[src/rtl/id_issue_sequencer_if.sv]
// Decoder-to-sequencer instruction-ID handshake.
// The master is the front-end decoder and the slave is the issue sequencer.
interface id_issue_sequencer_if;
    logic [6:0] decoded_id;
    logic       id_valid;
    logic       id_ready;

    modport master (
        output decoded_id,
        output id_valid,
        input  id_ready
    );

    modport slave (
        input  decoded_id,
        input  id_valid,
        output id_ready
    );
endinterface

[src/rtl/id_issue_sequencer.sv]
// Issues classified instruction IDs to the control core and holds each one
// for the cycles it needs: reset hold, single-cycle ops, memory waits and halt.
module id_issue_sequencer #(
    parameter int unsigned RESET_CYCLES = 2,
    parameter int unsigned MEM_TIMEOUT  = 16,
    parameter int unsigned NOP_ID       = 35,
    parameter int unsigned RESET_ID     = 100,
    parameter int unsigned HALT_ID      = 75
) (
    input  logic                 clock,
    input  logic                 reset,
    id_issue_sequencer_if.slave  dec,
    input  logic                 mem_done,
    input  logic                 wake,
    output logic [6:0]           ID,
    output logic                 take,
    output logic                 fault,
    output logic                 halted
);

    localparam int unsigned CMAX =
        (RESET_CYCLES > MEM_TIMEOUT) ? RESET_CYCLES : MEM_TIMEOUT;
    localparam int CW = $clog2(CMAX + 1);

    localparam logic [6:0] NOP = 7'(NOP_ID);
    localparam logic [6:0] RST = 7'(RESET_ID);
    localparam logic [6:0] HLT = 7'(HALT_ID);

    localparam logic [CW-1:0] RST_LOAD = CW'(RESET_CYCLES - 1);
    localparam logic [CW-1:0] MEM_LOAD = CW'(MEM_TIMEOUT - 1);

    typedef enum logic [1:0] {
        S_RST,
        S_IDLE,
        S_MEM,
        S_HALT
    } state_t;

    typedef enum logic [2:0] {
        C_SINGLE,
        C_MEM,
        C_HALT,
        C_RESET,
        C_ILLEGAL
    } cls_t;

    state_t        state;
    cls_t          cls;
    logic [CW-1:0] cnt;
    logic          ready_q;
    logic          accept;

    assign dec.id_ready = ready_q;
    assign accept       = dec.id_valid & ready_q;

    // Reset and halt IDs are parameters, so they are matched before the fixed tables.
    always_comb begin
        cls = C_ILLEGAL;
        if (dec.decoded_id == RST)
            cls = C_RESET;
        else if (dec.decoded_id == HLT)
            cls = C_HALT;
        else if (dec.decoded_id inside {[7'd39:7'd55], 7'd67, 7'd68, 7'd71})
            cls = C_MEM;
        else if (dec.decoded_id inside {[7'd1:7'd38], [7'd56:7'd66],
                                        7'd69, 7'd70, [7'd72:7'd74]})
            cls = C_SINGLE;
    end

    always_ff @(posedge clock) begin
        if (!reset) begin
            state   <= S_RST;
            ID      <= RST;
            cnt     <= RST_LOAD;
            ready_q <= 1'b0;
            take    <= 1'b0;
            fault   <= 1'b0;
            halted  <= 1'b0;
        end else begin
            take  <= 1'b0;
            fault <= 1'b0;
            unique case (state)
                S_RST: begin
                    if (cnt == '0) begin
                        state   <= S_IDLE;
                        ID      <= NOP;
                        ready_q <= 1'b1;
                    end else begin
                        cnt <= cnt - 1'b1;
                    end
                end
                S_IDLE: begin
                    if (!accept) begin
                        ID <= NOP;
                    end else begin
                        unique case (cls)
                            C_SINGLE: begin
                                ID   <= dec.decoded_id;
                                take <= 1'b1;
                            end
                            C_MEM: begin
                                ID      <= dec.decoded_id;
                                ready_q <= 1'b0;
                                cnt     <= MEM_LOAD;
                                state   <= S_MEM;
                            end
                            C_HALT: begin
                                ID      <= HLT;
                                halted  <= 1'b1;
                                ready_q <= 1'b0;
                                state   <= S_HALT;
                            end
                            C_RESET: begin
                                ID      <= RST;
                                cnt     <= RST_LOAD;
                                ready_q <= 1'b0;
                                state   <= S_RST;
                            end
                            C_ILLEGAL: begin
                                ID    <= 7'd0;
                                fault <= 1'b1;
                            end
                        endcase
                    end
                end
                // Completion beats timeout when both land on the same edge.
                S_MEM: begin
                    if (mem_done) begin
                        take    <= 1'b1;
                        ready_q <= 1'b1;
                        state   <= S_IDLE;
                    end else if (cnt == '0) begin
                        ID      <= NOP;
                        fault   <= 1'b1;
                        ready_q <= 1'b1;
                        state   <= S_IDLE;
                    end else begin
                        cnt <= cnt - 1'b1;
                    end
                end
                S_HALT: begin
                    if (wake) begin
                        ID      <= NOP;
                        halted  <= 1'b0;
                        take    <= 1'b1;
                        ready_q <= 1'b1;
                        state   <= S_IDLE;
                    end
                end
            endcase
        end
    end

endmodule

[src/flat_wrapper.sv]
// flat-port wrapper written by rule: the top's interface ports become plain ports
module id_issue_sequencer_flat 
#(
    parameter int unsigned RESET_CYCLES = 2,
    parameter int unsigned MEM_TIMEOUT  = 16,
    parameter int unsigned NOP_ID       = 35,
    parameter int unsigned RESET_ID     = 100,
    parameter int unsigned HALT_ID      = 75
)
  (clock, reset, mem_done, wake, ID, take, fault, halted, dec_decoded_id, dec_id_valid, dec_id_ready);
  id_issue_sequencer_if dec_i ();
  input  logic clock;
  input  logic reset;
  input  logic mem_done;
  input  logic wake;
  output logic [6:0] ID;
  output logic take;
  output logic fault;
  output logic halted;
  input wire logic [$bits(dec_i.decoded_id)-1:0] dec_decoded_id;
  input wire logic [$bits(dec_i.id_valid)-1:0] dec_id_valid;
  output wire logic [$bits(dec_i.id_ready)-1:0] dec_id_ready;
  assign dec_i.decoded_id = dec_decoded_id;
  assign dec_i.id_valid = dec_id_valid;
  assign dec_id_ready = dec_i.id_ready;
  id_issue_sequencer #(.RESET_CYCLES(RESET_CYCLES), .MEM_TIMEOUT(MEM_TIMEOUT), .NOP_ID(NOP_ID), .RESET_ID(RESET_ID), .HALT_ID(HALT_ID)) u_core (.clock(clock), .reset(reset), .dec(dec_i), .mem_done(mem_done), .wake(wake), .ID(ID), .take(take), .fault(fault), .halted(halted));
endmodule
[config.mk]
export PLATFORM = sky130hd
export DESIGN_NAME = id_issue_sequencer_flat
export DESIGN_NICKNAME = d
export VERILOG_FILES = /design/src/rtl/id_issue_sequencer_if.sv /design/src/rtl/id_issue_sequencer.sv /design/src/flat_wrapper.sv
export SDC_FILE = /design/constraint.sdc
export NUM_CORES = 1
export LEC_CHECK = 0
export BUFFER_PORTS_ARGS = -buffer_cell sky130_fd_sc_hd__buf_2
export CAP_MARGIN = 20
export CORE_UTILIZATION = 26
export DETAILED_ROUTE_END_ITERATION = 7
export PLACE_DENSITY = 0.54
export SLEW_MARGIN = 0
export SYNTH_ARGS = -nofsm -noshare
export SYNTH_HDL_FRONTEND = slang
export SYNTH_SLANG_ARGS = --single-unit
export TNS_END_PERCENT = 10
[constraint.sdc]
create_clock -name clock -period 3.01 [get_ports clock]
set_input_delay 0 -clock clock [delete_from_list [all_inputs] [get_ports clock]]
set_output_delay 0 -clock clock [all_outputs]
set_load 0.01 [all_outputs]
==> key figures, run 1 <==
Synthesis
  – Top-area cell type share of the netlist area: 28.0%
  – Fraction of registers with async set or reset after synthesis: 0%
  – Synthesized Nets: 177
  – Seq cells post-synth: 18
  – Gate Count Post-Synth: 160
  – Netlist cell types: 47
  – Syn_area_per_cell: 8.04 sq um
  – Sequential share of the synthesized area: 28.0%
  – EDFF count, synth: 0
  – YS warnings: 0
  – Main area contributors after synthesis: dfxtp_1 (28%), a21oi_1 (6.6%), ha_1 (4.9%)
  – Cell Area, Synth: 1290 sq um
  – Cell accounting for the most synthesized area: dfxtp_1
  – Post-synth top flop: dfxtp_1

CTS
  – CTS root buf: clkbuf_8
  – # resized after CTS: 0
  – CTS max path bufs: 2
  – Later-pin clock latency in the skew report: 250 ps
  – CTS Hold Bufs: 0
  – Inserted Clock Buffers: 3
  – Clock sink count: 18
  – CTS HTree Levels: 1
  – CTS tree: built
  – Setup bufs post-CTS: 0
  – CTS clk-pin slew, worst paths: 70 ps

Detailed routing
  – ANT nets after route: 0
  – Vias: 1326
  – Routed WL per cell: 14.1 um
  – Vias/cell: 5.41
  – First-pass DRT Iterations: 4
  – Detailed Route WL: 3450 um
  – Post-route DRC: 0
  – Initial drt markers: 52

Final layout
  – Area of the multi-input gates: 875 sq um
  – Most common cell after layout, fill and taps aside: buf_2
  – Reg area: 360 sq um
  – Filler cell count: 532
  – Most frequent cells in the layout: buf_2 (22), dfxtp_1 (18), a21oi_1 (17), nand2_1 (12)
  – Final Util: 31.4%
  – Area grow syn2layout: 16.1%
  – Ant. Diodes: 0
  – Layout Nets: 197
  – Layout cells sized above 1: 18.5%

Flow run
  – Maxcap violations: 0

STA
  – Slew Limit Headroom: 47.5%
  – Skew final: 3.38 ps
  – Total negative slack: 0 ps
  – Worst-margin pin slew: 780 ps
  – Tightest hold margin: 99.6 ps
  – # setup viols final: 0
  – Fmax: 456 MHz
  – RSZ-0062 raised after global routing: false
  – Final hold vios: 0
  – Min Clock Period, post-route: 2190 ps
  – Max-slew violations: 0
  – Final Cycle Share: 72.8%
  – Post-route setup slack: 819 ps

Critical path
  – Critical path capture point type: flop
  – Critical path fanouts, max: 18
  – Crit path largest cell delay: 600 ps
  – CP max-delay cell: a211oi_1
  – Worst-path cell chain: inv_1, ha_1, nand3_1, a211oi_1, nand2_1, o221ai_1, a21oi_1
  – R2r startpoint: u_core.state[1]$_SDFFE_PN0P_
  – Slack of the worst reg-to-reg path: 820 ps
  – Critical Setup Path Class: flop to flop
  – CP arrival: 2330 ps
  – Crit Reg-Reg Endpoint: u_core.ID[0]$_SDFFE_PN0P_
  – Worst Path Required: 3140 ps
  – Worst setup SP type: flop
  – Cells on worst reg2reg path: 7

Floorplanning
  – Die height: 72.3 um
  – # rows: 25
  – Starting density of the core: 27.1%
  – Die W: 72.3 um
  – Core area: 4750 sq um
  – I/O pin cnt: 23
  – Die area: 5230 sq um

Place
  – Pre-CTS WS: 844 ps
  – Post-DP HPWL: 2580 um
  – GPL Wtd Cong: 0.844
  – # port buffers: 22

Pwr
  – Tot Pwr: 1.15 mW
  – Leakage: 0.539 nW
  – PD cells: 771 nW/um^2
  – Worst vdd ir: 388 uV

GRT
  – Total GRT Usage: 13.9%
  – Global-route wire length before repair: 5600 um
  – Grt total ovfl: 0
  – Number of global-route vias before repair: 1166
  – Initial antenna violation count: 0
  – Largest net degree at the start of global routing: 19

Hold path
  – Worst hold path class: primary input to flop
  – Hold Startpoint: dec_decoded_id[4]
  – Hold Path Depth: 3
  – Hold Path End: u_core.ID[4]$_SDFFE_PN0P_

Status
  – Status: finished clean
[cell usage after synthesis (3+ instances only)]
library cell,count
o31a_1,3
o21ai_0,8
nand2b_1,5
a211oi_1,4
a221oi_1,3
inv_1,6
and2_1,4
dfxtp_1,18
a31oi_1,3
nand3_1,8
a21oi_1,17
nand2_1,12
nor2b_1,4
nor3_1,6
nor2_1,6
nor4_1,4
ha_1,5
clkbuf_1,5
[worst max-delay path: cells and delay by family (launching register included)]
kind | cells | cell delay (ps)
AO/OA/AOI/OAI | 3 | 860
adder cells (fa/ha/maj) | 1 | 500
buffers and inverters | 1 | 100
flip-flops | 1 | 340
AND/OR/NAND/NOR | 2 | 290
[flip-flops by register name, summed over array words and instances (netlist names)]
name,cells
u_core.dec.id_ready,1
u_core.fault,1
u_core.halted,1
u_core.state,2
u_core.take,1
u_core.ID,7
u_core.cnt,5
[worst max-delay path by stage]
stage                     slack, ps                          to                    startpoint
after global routing            620   u_core.ID[0]$_SDFFE_PN0P_  u_core.state[1]$_SDFFE_PN0P_
final                           820   u_core.ID[0]$_SDFFE_PN0P_  u_core.state[1]$_SDFFE_PN0P_
after floorplan                1110  u_core.cnt[0]$_SDFFE_PN1P_    u_core.cnt[0]$_SDFFE_PN1P_
after detailed placement        840   u_core.ID[0]$_SDFFE_PN0P_  u_core.state[1]$_SDFFE_PN0P_
after CTS                       830   u_core.ID[0]$_SDFFE_PN0P_  u_core.state[1]$_SDFFE_PN0P_
after global placement          860   u_core.ID[1]$_SDFFE_PN0P_  u_core.state[1]$_SDFFE_PN0P_
[power by group]
part           leakage [nW]  internal (mW)  switching, mW  total (mW)
Clock                0.0216         0.0888         0.0750       0.164
Sequential            0.147          0.306         0.0582       0.364
Combinational         0.370          0.254          0.370       0.623
[metal layers]
layer	wire length (um)	GRT usage [%]
met5	0	0
met3	130	1.81
met1	1740	20.4
met2	1500	19.8
met4	74	6.54
[metrics by stage]
step           cells  instance area [sq um]
2_1_floorplan    160                   1290
3_3_place_gp     242                   1450
3_5_place_dp     242                   1450
4_1_cts          245                   1490
5_1_grt          245                   1490
6_report         245                   1490
[cells by family after synthesis]
family                     Yosys count  synth area share [%]
buffers and inverters               13                  3.99
AOI/OAI and AO/OA                   61                  34.5
DFF                                 18                  28.0
adders and majority gates            5                  4.86
and+or+nand+nor                     63                  28.6
[area by class of cell]
cell class / instances / share of cell area (%)
sequential: 18 / 24.1
multi-input combinational: 129 / 58.6
clock buffer: 3 / 2.77
timing repair buffer: 22 / 7.38
inverter: 6 / 1.51
tap: 67 / 5.62
Power figures use the tool's default switching activity.
==> inputs of run 2 (changes only) <==
Clock period 3.01 ns to 2.07 ns, I/O delays scaled along.
==> key figures, run 2 (synthesis gave the netlist of run 1 again) <==
Hold path
  – Hold Path Depth: 2
  – Worst hold path class: primary input to flop

Floorplanning
  – Core area: 4750 sq um
  – I/O pin cnt: 23
  – Die area: 5230 sq um
  – Die W: 72.3 um
  – # rows: 25
  – Die height: 72.3 um
  – Starting density of the core: 27.1%

STA
  – Worst-margin pin slew: 737 ps
  – Skew final: 2.44 ps
  – Total negative slack: 0 ps
  – Post-route setup slack: 203 ps
  – Slew Limit Headroom: 50.6%
  – RSZ-0062 raised after global routing: false
  – Final hold vios: 0
  – Fmax: 536 MHz
  – Tightest hold margin: 89.6 ps
  – Final Cycle Share: 90.2%
  – Max-slew violations: 0
  – Min Clock Period, post-route: 1870 ps
  – # setup viols final: 0

Detailed routing
  – First-pass DRT Iterations: 4
  – Vias: 1372
  – ANT nets after route: 0
  – Detailed Route WL: 3620 um
  – Post-route DRC: 0
  – Routed WL per cell: 14.2 um
  – Vias/cell: 5.40
  – Initial drt markers: 72

CTS
  – CTS clk-pin slew, worst paths: 70 ps
  – Setup bufs post-CTS: 0
  – CTS root buf: clkbuf_8
  – CTS max path bufs: 2
  – CTS HTree Levels: 1
  – CTS tree: built
  – Later-pin clock latency in the skew report: 250 ps
  – CTS Hold Bufs: 0
  – Clock sink count: 18
  – Inserted Clock Buffers: 3

Place
  – Placed inst area: 1520 sq um
  – GPL Wtd Cong: 0.903
  – # port buffers: 22
  – Pre-CTS WS: 111 ps
  – Placed cells: 251
  – Post-DP HPWL: 2670 um

Critical path
  – CP startpoint: u_core.cnt[0]$_SDFFE_PN1P_
  – Critical path fanouts, max: 7
  – R2r startpoint: u_core.cnt[0]$_SDFFE_PN1P_
  – Critical Setup Path Class: flop to flop
  – Cells on worst reg2reg path: 9
  – Crit Reg-Reg Endpoint: u_core.ID[6]$_SDFFE_PN1P_
  – Slack of the worst reg-to-reg path: 200 ps
  – Critical path capture point type: flop
  – Worst setup SP type: flop
  – CP arrival: 1990 ps
  – Worst Path Required: 2190 ps
  – Worst setup path end: u_core.ID[6]$_SDFFE_PN1P_

GRT
  – Grt total ovfl: 0
  – Total GRT Usage: 14.2%
  – Initial antenna violation count: 0
  – Global-route wire length before repair: 5890 um
  – Largest net degree at the start of global routing: 16
  – Number of global-route vias before repair: 1190

Status
  – Status: finished clean

Final layout
  – Most frequent cells in the layout: buf_2 (22), dfxtp_1 (18), a21oi_1 (17), nand2_1 (12), buf_4 (9)
  – Layout Nets: 206
  – Final instance area: 1570 sq um
  – Filler cell count: 540
  – Largest registers: u_core.ID x7, u_core.cnt x5, u_core.state x2
  – Final Util: 32.9%
  – Most common cell after layout, fill and taps aside: buf_2
  – Ant. Diodes: 0
  – Finished Layout Cells: 254
  – Area grow syn2layout: 21.8%
  – Largest reg by FF count: u_core.ID
  – Largest register FFs: 7
  – Layout cells sized above 1: 23.0%

Pwr
  – Worst vdd ir: 556 uV
  – PD cells: 1160 nW/um^2
  – Tot Pwr: 1.81 mW
  – Leakage: 0.586 nW

Flow run
  – Maxcap violations: 0
-- run 2: cell types whose count changed in the layout (fill, tap and decap cells not counted), sizes merged --
cell,before,now
buf,22,31
-- run 2: per-layer routing --
metal,part of all wire (%),vias to the layer above,wire length [um],global-route usage (%)
met5,0,-,0,0
met2,44,40,1600,20.0
met1,50,644,1830,21.6
li1,-,682,-,-
met3,4.0,6,144,2.08
met4,1.4,0,49,4.79
-- run 2: worst max-delay path, stage by stage (launching register included) --
cell and delay [ps]:
dfxtp_1 340, inv_1 60, ha_1 160, buf_4 120, nor4b_1 270, buf_4 190
o31ai_1 60, buf_4 170, a221oi_1 300, a41oi_1 70
-- run 2: cell type report --
type	count	area (sq um)	share of cell area, %
Inverter	6	22.5	1.44
Sequential cell	18	360	23.0
Timing Repair Buffer	31	178	11.3
Multi-Input combinational cell	129	881	56.2
Tap cell	67	83.8	5.35
Clock buffer	3	41.3	2.64
-- run 2: how the worst min path moves through the flow --
stage	startpoint	to	slack, ps
floorplan	dec_decoded_id[4]	u_core.ID[4]$_SDFFE_PN0P_	150
CTS	reset	u_core.ID[5]$_SDFFE_PN1P_	90
finish	reset	u_core.ID[5]$_SDFFE_PN1P_	90
global route	reset	u_core.ID[5]$_SDFFE_PN1P_	100
global placement	reset	u_core.ID[5]$_SDFFE_PN1P_	360
detailed placement	reset	u_core.ID[5]$_SDFFE_PN1P_	350
-- run 2: power by group --
group	switching (mW)	total (mW)	internal [mW]
sequential	0.0849	0.530	0.445
clock	0.114	0.243	0.129
combinational	0.572	1.04	0.467
total	0.771	1.81	1.04
-- run 2: timing repair --
| action | CTS | global route |
|---|---|---|
| hold endpoints to repair | 0 | 0 |
| gates resized for setup | 0 | 2 |
| endpoints found under the setup margin | 0 | 5 |
